===== src/rtl/iter_alu.sv =====
// iter_alu: execute-stage ALU with registered single-cycle ops and
// bit-serial multiply / divide / remainder behind a valid/ready handshake.
module iter_alu #(
   parameter int WIDTH = 32,
   parameter int SHW   = $clog2(WIDTH)
) (
   input  logic             clk,
   input  logic             reset,
   input  logic             in_valid,
   output logic             in_ready,
   input  logic [3:0]       op,
   input  logic [WIDTH-1:0] a,
   input  logic [WIDTH-1:0] b,
   output logic             out_valid,
   output logic [WIDTH-1:0] result,
   output logic             zero
);

   localparam logic [3:0] OP_AND   = 4'd0;
   localparam logic [3:0] OP_OR    = 4'd1;
   localparam logic [3:0] OP_ADD   = 4'd2;
   localparam logic [3:0] OP_XOR   = 4'd3;
   localparam logic [3:0] OP_SUB   = 4'd4;
   localparam logic [3:0] OP_NOT   = 4'd5;
   localparam logic [3:0] OP_SLL   = 4'd6;
   localparam logic [3:0] OP_SRL   = 4'd7;
   localparam logic [3:0] OP_SRA   = 4'd8;
   localparam logic [3:0] OP_MUL   = 4'd9;
   localparam logic [3:0] OP_MULHU = 4'd10;
   localparam logic [3:0] OP_DIVU  = 4'd11;
   localparam logic [3:0] OP_REMU  = 4'd12;
   localparam logic [3:0] OP_DIV   = 4'd13;
   localparam logic [3:0] OP_REM   = 4'd14;

   typedef enum logic [1:0] {
      IDLE = 2'd0,
      BUSY = 2'd1,
      DONE = 2'd2
   } state_t;

   state_t state;
   state_t state_next;

   logic             accept;
   logic             iter_op;
   logic             signed_div;
   logic             last_iter;
   logic [SHW-1:0]   count;
   logic [3:0]       op_r;
   logic [WIDTH-1:0] acc;
   logic [WIDTH-1:0] quo;
   logic [WIDTH-1:0] mcand;
   logic             neg_q;
   logic             neg_r;
   logic             div_zero;

   logic [WIDTH-1:0] single_res;
   logic [WIDTH-1:0] a_mag;
   logic [WIDTH-1:0] b_mag;
   logic [WIDTH:0]   mul_sum;
   logic [WIDTH:0]   div_shift;
   logic [WIDTH:0]   div_diff;
   logic [WIDTH-1:0] acc_next;
   logic [WIDTH-1:0] quo_next;
   logic [WIDTH-1:0] final_res;

   // State register; reset abandons any operation in flight.
   always_ff @(posedge clk or posedge reset) begin
      if (reset) begin
         state <= IDLE;
      end else begin
         state <= state_next;
      end
   end

   // Handshake outputs and next state; a request taken while DONE chains directly.
   always_comb begin
      state_next = state;
      in_ready   = 1'b0;
      out_valid  = 1'b0;
      accept     = 1'b0;
      case (state)
         IDLE: begin
            in_ready = !reset;
         end
         BUSY: begin
            in_ready = 1'b0;
         end
         DONE: begin
            in_ready  = !reset;
            out_valid = 1'b1;
         end
         default: begin
            in_ready = 1'b0;
         end
      endcase
      accept = in_valid && in_ready;
      case (state)
         IDLE, DONE: begin
            if (accept) begin
               state_next = iter_op ? BUSY : DONE;
            end else begin
               state_next = IDLE;
            end
         end
         BUSY: begin
            if (last_iter) begin
               state_next = DONE;
            end
         end
         default: begin
            state_next = IDLE;
         end
      endcase
   end

   // Single-cycle logic, arithmetic and shift results from the live operands.
   always_comb begin
      single_res = '0;
      case (op)
         OP_AND:  single_res = a & b;
         OP_OR:   single_res = a | b;
         OP_ADD:  single_res = a + b;
         OP_XOR:  single_res = a ^ b;
         OP_SUB:  single_res = a - b;
         OP_NOT:  single_res = ~a;
         OP_SLL:  single_res = a << b[SHW-1:0];
         OP_SRL:  single_res = a >> b[SHW-1:0];
         OP_SRA:  single_res = $unsigned($signed(a) >>> b[SHW-1:0]);
         default: single_res = '0;
      endcase
   end

   // Operand preparation: signed divides work on magnitudes and fix the sign at the end.
   always_comb begin
      iter_op    = (op >= OP_MUL) && (op <= OP_REM);
      signed_div = (op == OP_DIV) || (op == OP_REM);
      a_mag      = (signed_div && a[WIDTH-1]) ? (~a + 1'b1) : a;
      b_mag      = (signed_div && b[WIDTH-1]) ? (~b + 1'b1) : b;
   end

   // One iteration: shift-add for multiply, restoring subtract for divide.
   always_comb begin
      mul_sum   = {1'b0, acc} + (quo[0] ? {1'b0, mcand} : '0);
      div_shift = {acc, quo[WIDTH-1]};
      div_diff  = div_shift - {1'b0, mcand};
      acc_next  = '0;
      quo_next  = '0;
      if ((op_r == OP_MUL) || (op_r == OP_MULHU)) begin
         acc_next = mul_sum[WIDTH:1];
         quo_next = {mul_sum[0], quo[WIDTH-1:1]};
      end else if (!div_diff[WIDTH]) begin
         acc_next = div_diff[WIDTH-1:0];
         quo_next = {quo[WIDTH-2:0], 1'b1};
      end else begin
         acc_next = div_shift[WIDTH-1:0];
         quo_next = {quo[WIDTH-2:0], 1'b0};
      end
      last_iter = (state == BUSY) && (count == {SHW{1'b1}});
   end

   // Final selection and sign fix-up; signed divide by zero must stay all ones.
   always_comb begin
      final_res = '0;
      case (op_r)
         OP_MUL:   final_res = quo_next;
         OP_MULHU: final_res = acc_next;
         OP_DIVU:  final_res = quo_next;
         OP_REMU:  final_res = acc_next;
         OP_DIV:   final_res = div_zero ? '1 : (neg_q ? (~quo_next + 1'b1) : quo_next);
         OP_REM:   final_res = neg_r ? (~acc_next + 1'b1) : acc_next;
         default:  final_res = '0;
      endcase
   end

   // Datapath registers: load at accept, iterate while busy, publish result and zero flag.
   always_ff @(posedge clk or posedge reset) begin
      if (reset) begin
         result   <= '0;
         zero     <= 1'b1;
         op_r     <= '0;
         count    <= '0;
         acc      <= '0;
         quo      <= '0;
         mcand    <= '0;
         neg_q    <= 1'b0;
         neg_r    <= 1'b0;
         div_zero <= 1'b0;
      end else if (accept) begin
         op_r  <= op;
         count <= '0;
         if (iter_op) begin
            acc      <= '0;
            quo      <= a_mag;
            mcand    <= b_mag;
            neg_q    <= signed_div && (a[WIDTH-1] ^ b[WIDTH-1]);
            neg_r    <= signed_div && a[WIDTH-1];
            div_zero <= (b == '0);
         end else begin
            result <= single_res;
            zero   <= (single_res == '0);
         end
      end else if (state == BUSY) begin
         acc   <= acc_next;
         quo   <= quo_next;
         count <= count + {{(SHW-1){1'b0}}, 1'b1};
         if (last_iter) begin
            result <= final_res;
            zero   <= (final_res == '0);
         end
      end
   end

endmodule


===== config.mk =====
export PLATFORM = sky130hd
export DESIGN_NAME = iter_alu
export DESIGN_NICKNAME = d
export VERILOG_FILES = /design/src/rtl/iter_alu.sv
export SDC_FILE = /design/constraint.sdc
export NUM_CORES = 1
export LEC_CHECK = 0
export BUFFER_PORTS_ARGS = -buffer_cell sky130_fd_sc_hd__buf_2
export CAP_MARGIN = 20
export CORE_MARGIN = 5
export CORE_UTILIZATION = 45
export DETAILED_ROUTE_END_ITERATION = 6
export GPL_ROUTABILITY_DRIVEN = 0
export PLACE_DENSITY_LB_ADDON = 0.3
export SLEW_MARGIN = 20
export SYNTH_ARGS = -nofsm -noshare
export SYNTH_HDL_FRONTEND = slang
export SYNTH_SLANG_ARGS = --single-unit

===== constraint.sdc =====
create_clock -name clk -period 6.2 [get_ports clk]
set_input_delay 0.62 -clock clk [delete_from_list [all_inputs] [get_ports clk]]
set_output_delay 0.62 -clock clk [all_outputs]
set_load 0.02 [all_outputs]

==> results.ini <==
[run_status]
outcome = finished clean

[critical_path]
cp-start-kind = flop
path_buf_inv = 1
arrival_ns = 6.21
cp_max_fo = 31
critPathKind = flop to flop
crit_chain = buf_4, and2_1, fa_1, a21o_1, a221oi_1, o211a_1, o21bai_1, a21boi_0, o21ai_0, xnor2_1, a22o_1, nor4bb_1, a31oi_1, xor2_1, a221oi_1, and4_1, a221o_1
worst_path_max_delay_cell = nor4bb_1
crit_top_cell = a221oi_1
r2r_slack_ns = 0.37
critPathTopFamily = compound AO/OA/AOI/OAI gates
critical_path_depth = 17
worstPathRequired_ns = 6.58
r2r_cells = 17
cp-end-kind = flop
critPathMaxStageDelay_ns = 0.70

[global_routing]
grt_pass1_wl_mm = 136.4
grt_max_degree = 73
grt_pass1_vias = 23670
grt_use_total_pct = 31.54
antenna_found_initial = 3
overflow = 0

[clocking]
insertion_delay_ns = 0.45
clock_sinks = 143
cts_root_buf = clkbuf_16
cts_hold_buffers = 0
cts_buffers = 17
clock_path_buffers = 2
cts_tree = built
clk_pin_slew_ns = 0.07
htreeDepth = 4

[synthesis]
yosysWarnings = 0
synth_cells = 3106
syn_avg_cell_area_sq_um = 7.230
synth_top_area_share_pct = 15.82
ys_ff_latch = 143
ys.flop_type = dfrtp_1
syn_area_sq_mm = 0.02246
synth_edf_count = 0
ys_seq_area_share_pct = 15.94
synthDistinctLibCells = 87
synth.area.top_cells = dfrtp_1 16%, ha_1 9.2%, o21ai_0 6.8%
async_flop_share_pct = 100.0
synth_top_area_cell = dfrtp_1
synth_nets = 3345

[sta]
worst_slew_margin_rel_pct = 28.35
rsz0062_at_grt = no
fin_hold_ws_ns = 0.2696
fin_crit_ns = 5.829
worstMarginPinSlew_ns = 1.061
fin_crit_sh_pct = 94.02
fin_skew_ns = 0.01256
finalSetupTns_ns = 0
report.final.slew_viol_count = 0
finalSetupViolCount = 0
finalHoldViolations = 0
clock.fmax_mhz = 171.6

[power]
ir_drop_mv = 0.2748
p_per_area_mw_per_mm2 = 482.9
p_comb_share_pct = 75.5
power.switching_mw = 6.567
power_frac_seq_pct = 15.4
cellLeakagePower_nw = 10.50
cellInternalPower_mw = 5.138
pwr-share-clk_pct = 9.1
netSwitchingFraction_pct = 56.10

[final_layout]
drive_above_1_share_pct = 11.33
fin_nets = 3323
area_growth_pct = 7.945

[drt]
first_iter_violations = 2875
drc = 0
detailroute.via_count = 25181
vias_per_cell = 6.692
wl_mm = 88.96
postRouteAntennaNets = 0
avgRoutedWirePerCell_um = 23.64
firstDrtPassIters = 6

[floorplan]
chipWidth_um = 233.4
core_sq_mm = 0.04915
die_y_um = 233.4
start_util_pct = 45.69
die-area_sq_mm = 0.05447
design.portCount = 106
rows = 81

[min_path]
hp-class = primary input to asynchronous set/reset pin

[placed_design]
hpwl_mm = 68.95
port-buffer-count = 105

[flow_run]
cap_violations = 0

-- final cells by class --
cell class | count | area [sq um]
Multi-Input combinational cell | 2595 | 17540
Tap cell | 664 | 830.8
Inverter | 137 | 519.2
Fill cell | 4804 | 24910
Sequential cell | 143 | 3580
Clock buffer | 19 | 442.9
Clock inverter | 13 | 153.9
Antenna cell | 2 | 5.005
Timing Repair Buffer | 190 | 1170
-- path summary, 6_finish.rpt --
| path | from | endpoint |
|---|---|---|
| setup / recovery | quo[0] | zero |
| hold / removal | reset | result[2] |
| setup reg to reg | quo[0] | zero |
| hold reg to reg | result[6] | result[6] |
| max in group asynchronous | reset | mcand[24] |
| min in group clk | b[30] | div_zero |
-- registers in the layout (all words and copies together), names as in the netlist, 2 cells and up --
signal	cells
acc	32
count	5
mcand	32
op_r	4
quo	32
result	32
state	2
-- cells by family after synthesis --
kind of cell / synth area share [%]
buffers and inverters: 6.263
and+or+nand+nor: 23.19
AOI/OAI and AO/OA: 28.59
DFF: 15.94
xor gates and xnor gates: 6.396
adders and majority gates: 9.461
muxes: 10.16
-- layout by cell type, fill, tap and decap left out, types with 39 or more instances in the layout --
cell type / count
a211oi_1: 39
a21o_1: 52
a21oi_1: 238
and2_1: 50
buf_2: 104
buf_4: 85
dfrtp_1: 142
ha_1: 165
inv_1: 133
mux2i_1: 75
mux4_2: 62
nand2_1: 371
nand3_1: 87
nand4_1: 42
nor2_1: 310
nor3_1: 60
o21ai_0: 304
xnor2_1: 132
-- worst reg2reg max path, stage by stage, from the launching register on --
cell and delay [ns]:
dfrtp_1 0.42, buf_4 0.24, and2_1 0.22, fa_1 0.44, a21o_1 0.20, a221oi_1 0.63
o211a_1 0.33, o21bai_1 0.17, a21boi_0 0.41, o21ai_0 0.21, xnor2_1 0.18, a22o_1 0.37
nor4bb_1 0.70, a31oi_1 0.20, xor2_1 0.18, a221oi_1 0.38, and4_1 0.33, a221o_1 0.15
-- repair_timing --
action                                  in CTS  in global routing
endpoints found under the setup margin       0                  2
endpoints found under the hold margin        0                  0
setup buffers                                0                  1
resized for setup                            0                  1
-- Yosys cell counts (10+ instances only) --
| cell | n |
|---|---|
| a221o_1 | 11 |
| mux2i_1 | 75 |
| and2_1 | 50 |
| a211oi_1 | 39 |
| or3_1 | 32 |
| clkbuf_1 | 188 |
| xor2_1 | 32 |
| nor3_1 | 63 |
| nor2b_1 | 15 |
| mux4_2 | 62 |
| a21o_1 | 52 |
| mux2_2 | 12 |
| a31oi_1 | 37 |
| xnor2_1 | 132 |
| o311ai_0 | 11 |
| dfrtp_1 | 142 |
| a21oi_1 | 240 |
| nand3_1 | 87 |
| nor2_1 | 312 |
| nand2b_1 | 17 |
| a311oi_1 | 11 |
| o221ai_1 | 19 |
| a221oi_1 | 15 |
| o31ai_1 | 18 |
| nand4_1 | 42 |
| o211ai_1 | 22 |
| buf_2 | 14 |
| a22o_1 | 26 |
| buf_1 | 27 |
| a211o_1 | 17 |
| nand2_1 | 374 |
| nor4_1 | 18 |
| and3_1 | 37 |
| o21bai_1 | 10 |
| o2111ai_1 | 13 |
| inv_1 | 134 |
| o22ai_1 | 32 |
| o21a_1 | 18 |
| ha_1 | 165 |
| o21ai_0 | 304 |
| a31o_2 | 16 |
-- metal layers --
layer	vias up	wire length (um)	global-route usage (%)
li1	11359	-	-
met1	11830	33550	39.56
met2	1642	40100	51.54
met3	350	9162	5.069
met4	0	6151	18.15
met5	-	0	0
-- through the flow --
stage	power, mW	cell area, sq um	worst slack [ns]	util [%]	instances
2_1_floorplan	7.704	22460	0.4800	-	3106
3_3_place_gp	10.12	23620	0.3720	48.05	3727
3_5_place_dp	10.30	23630	0.3005	48.07	3728
4_1_cts	11.43	24230	0.2559	49.29	3760
5_1_grt	12.49	24240	0.02155	49.31	3761
6_report	11.71	24240	0.3708	49.32	3763
-- power groups by stage --
stage	sequential (mW)	combinational (mW)	clock, mW
final	1.81	8.83	1.07
after global placement	1.79	8.33	0
after floorplan	1.73	5.97	0
after CTS	1.79	8.56	1.07
after global routing	1.86	9.52	1.11
after detailed placement	1.80	8.50	0
(Power assumes the default switching activity.)
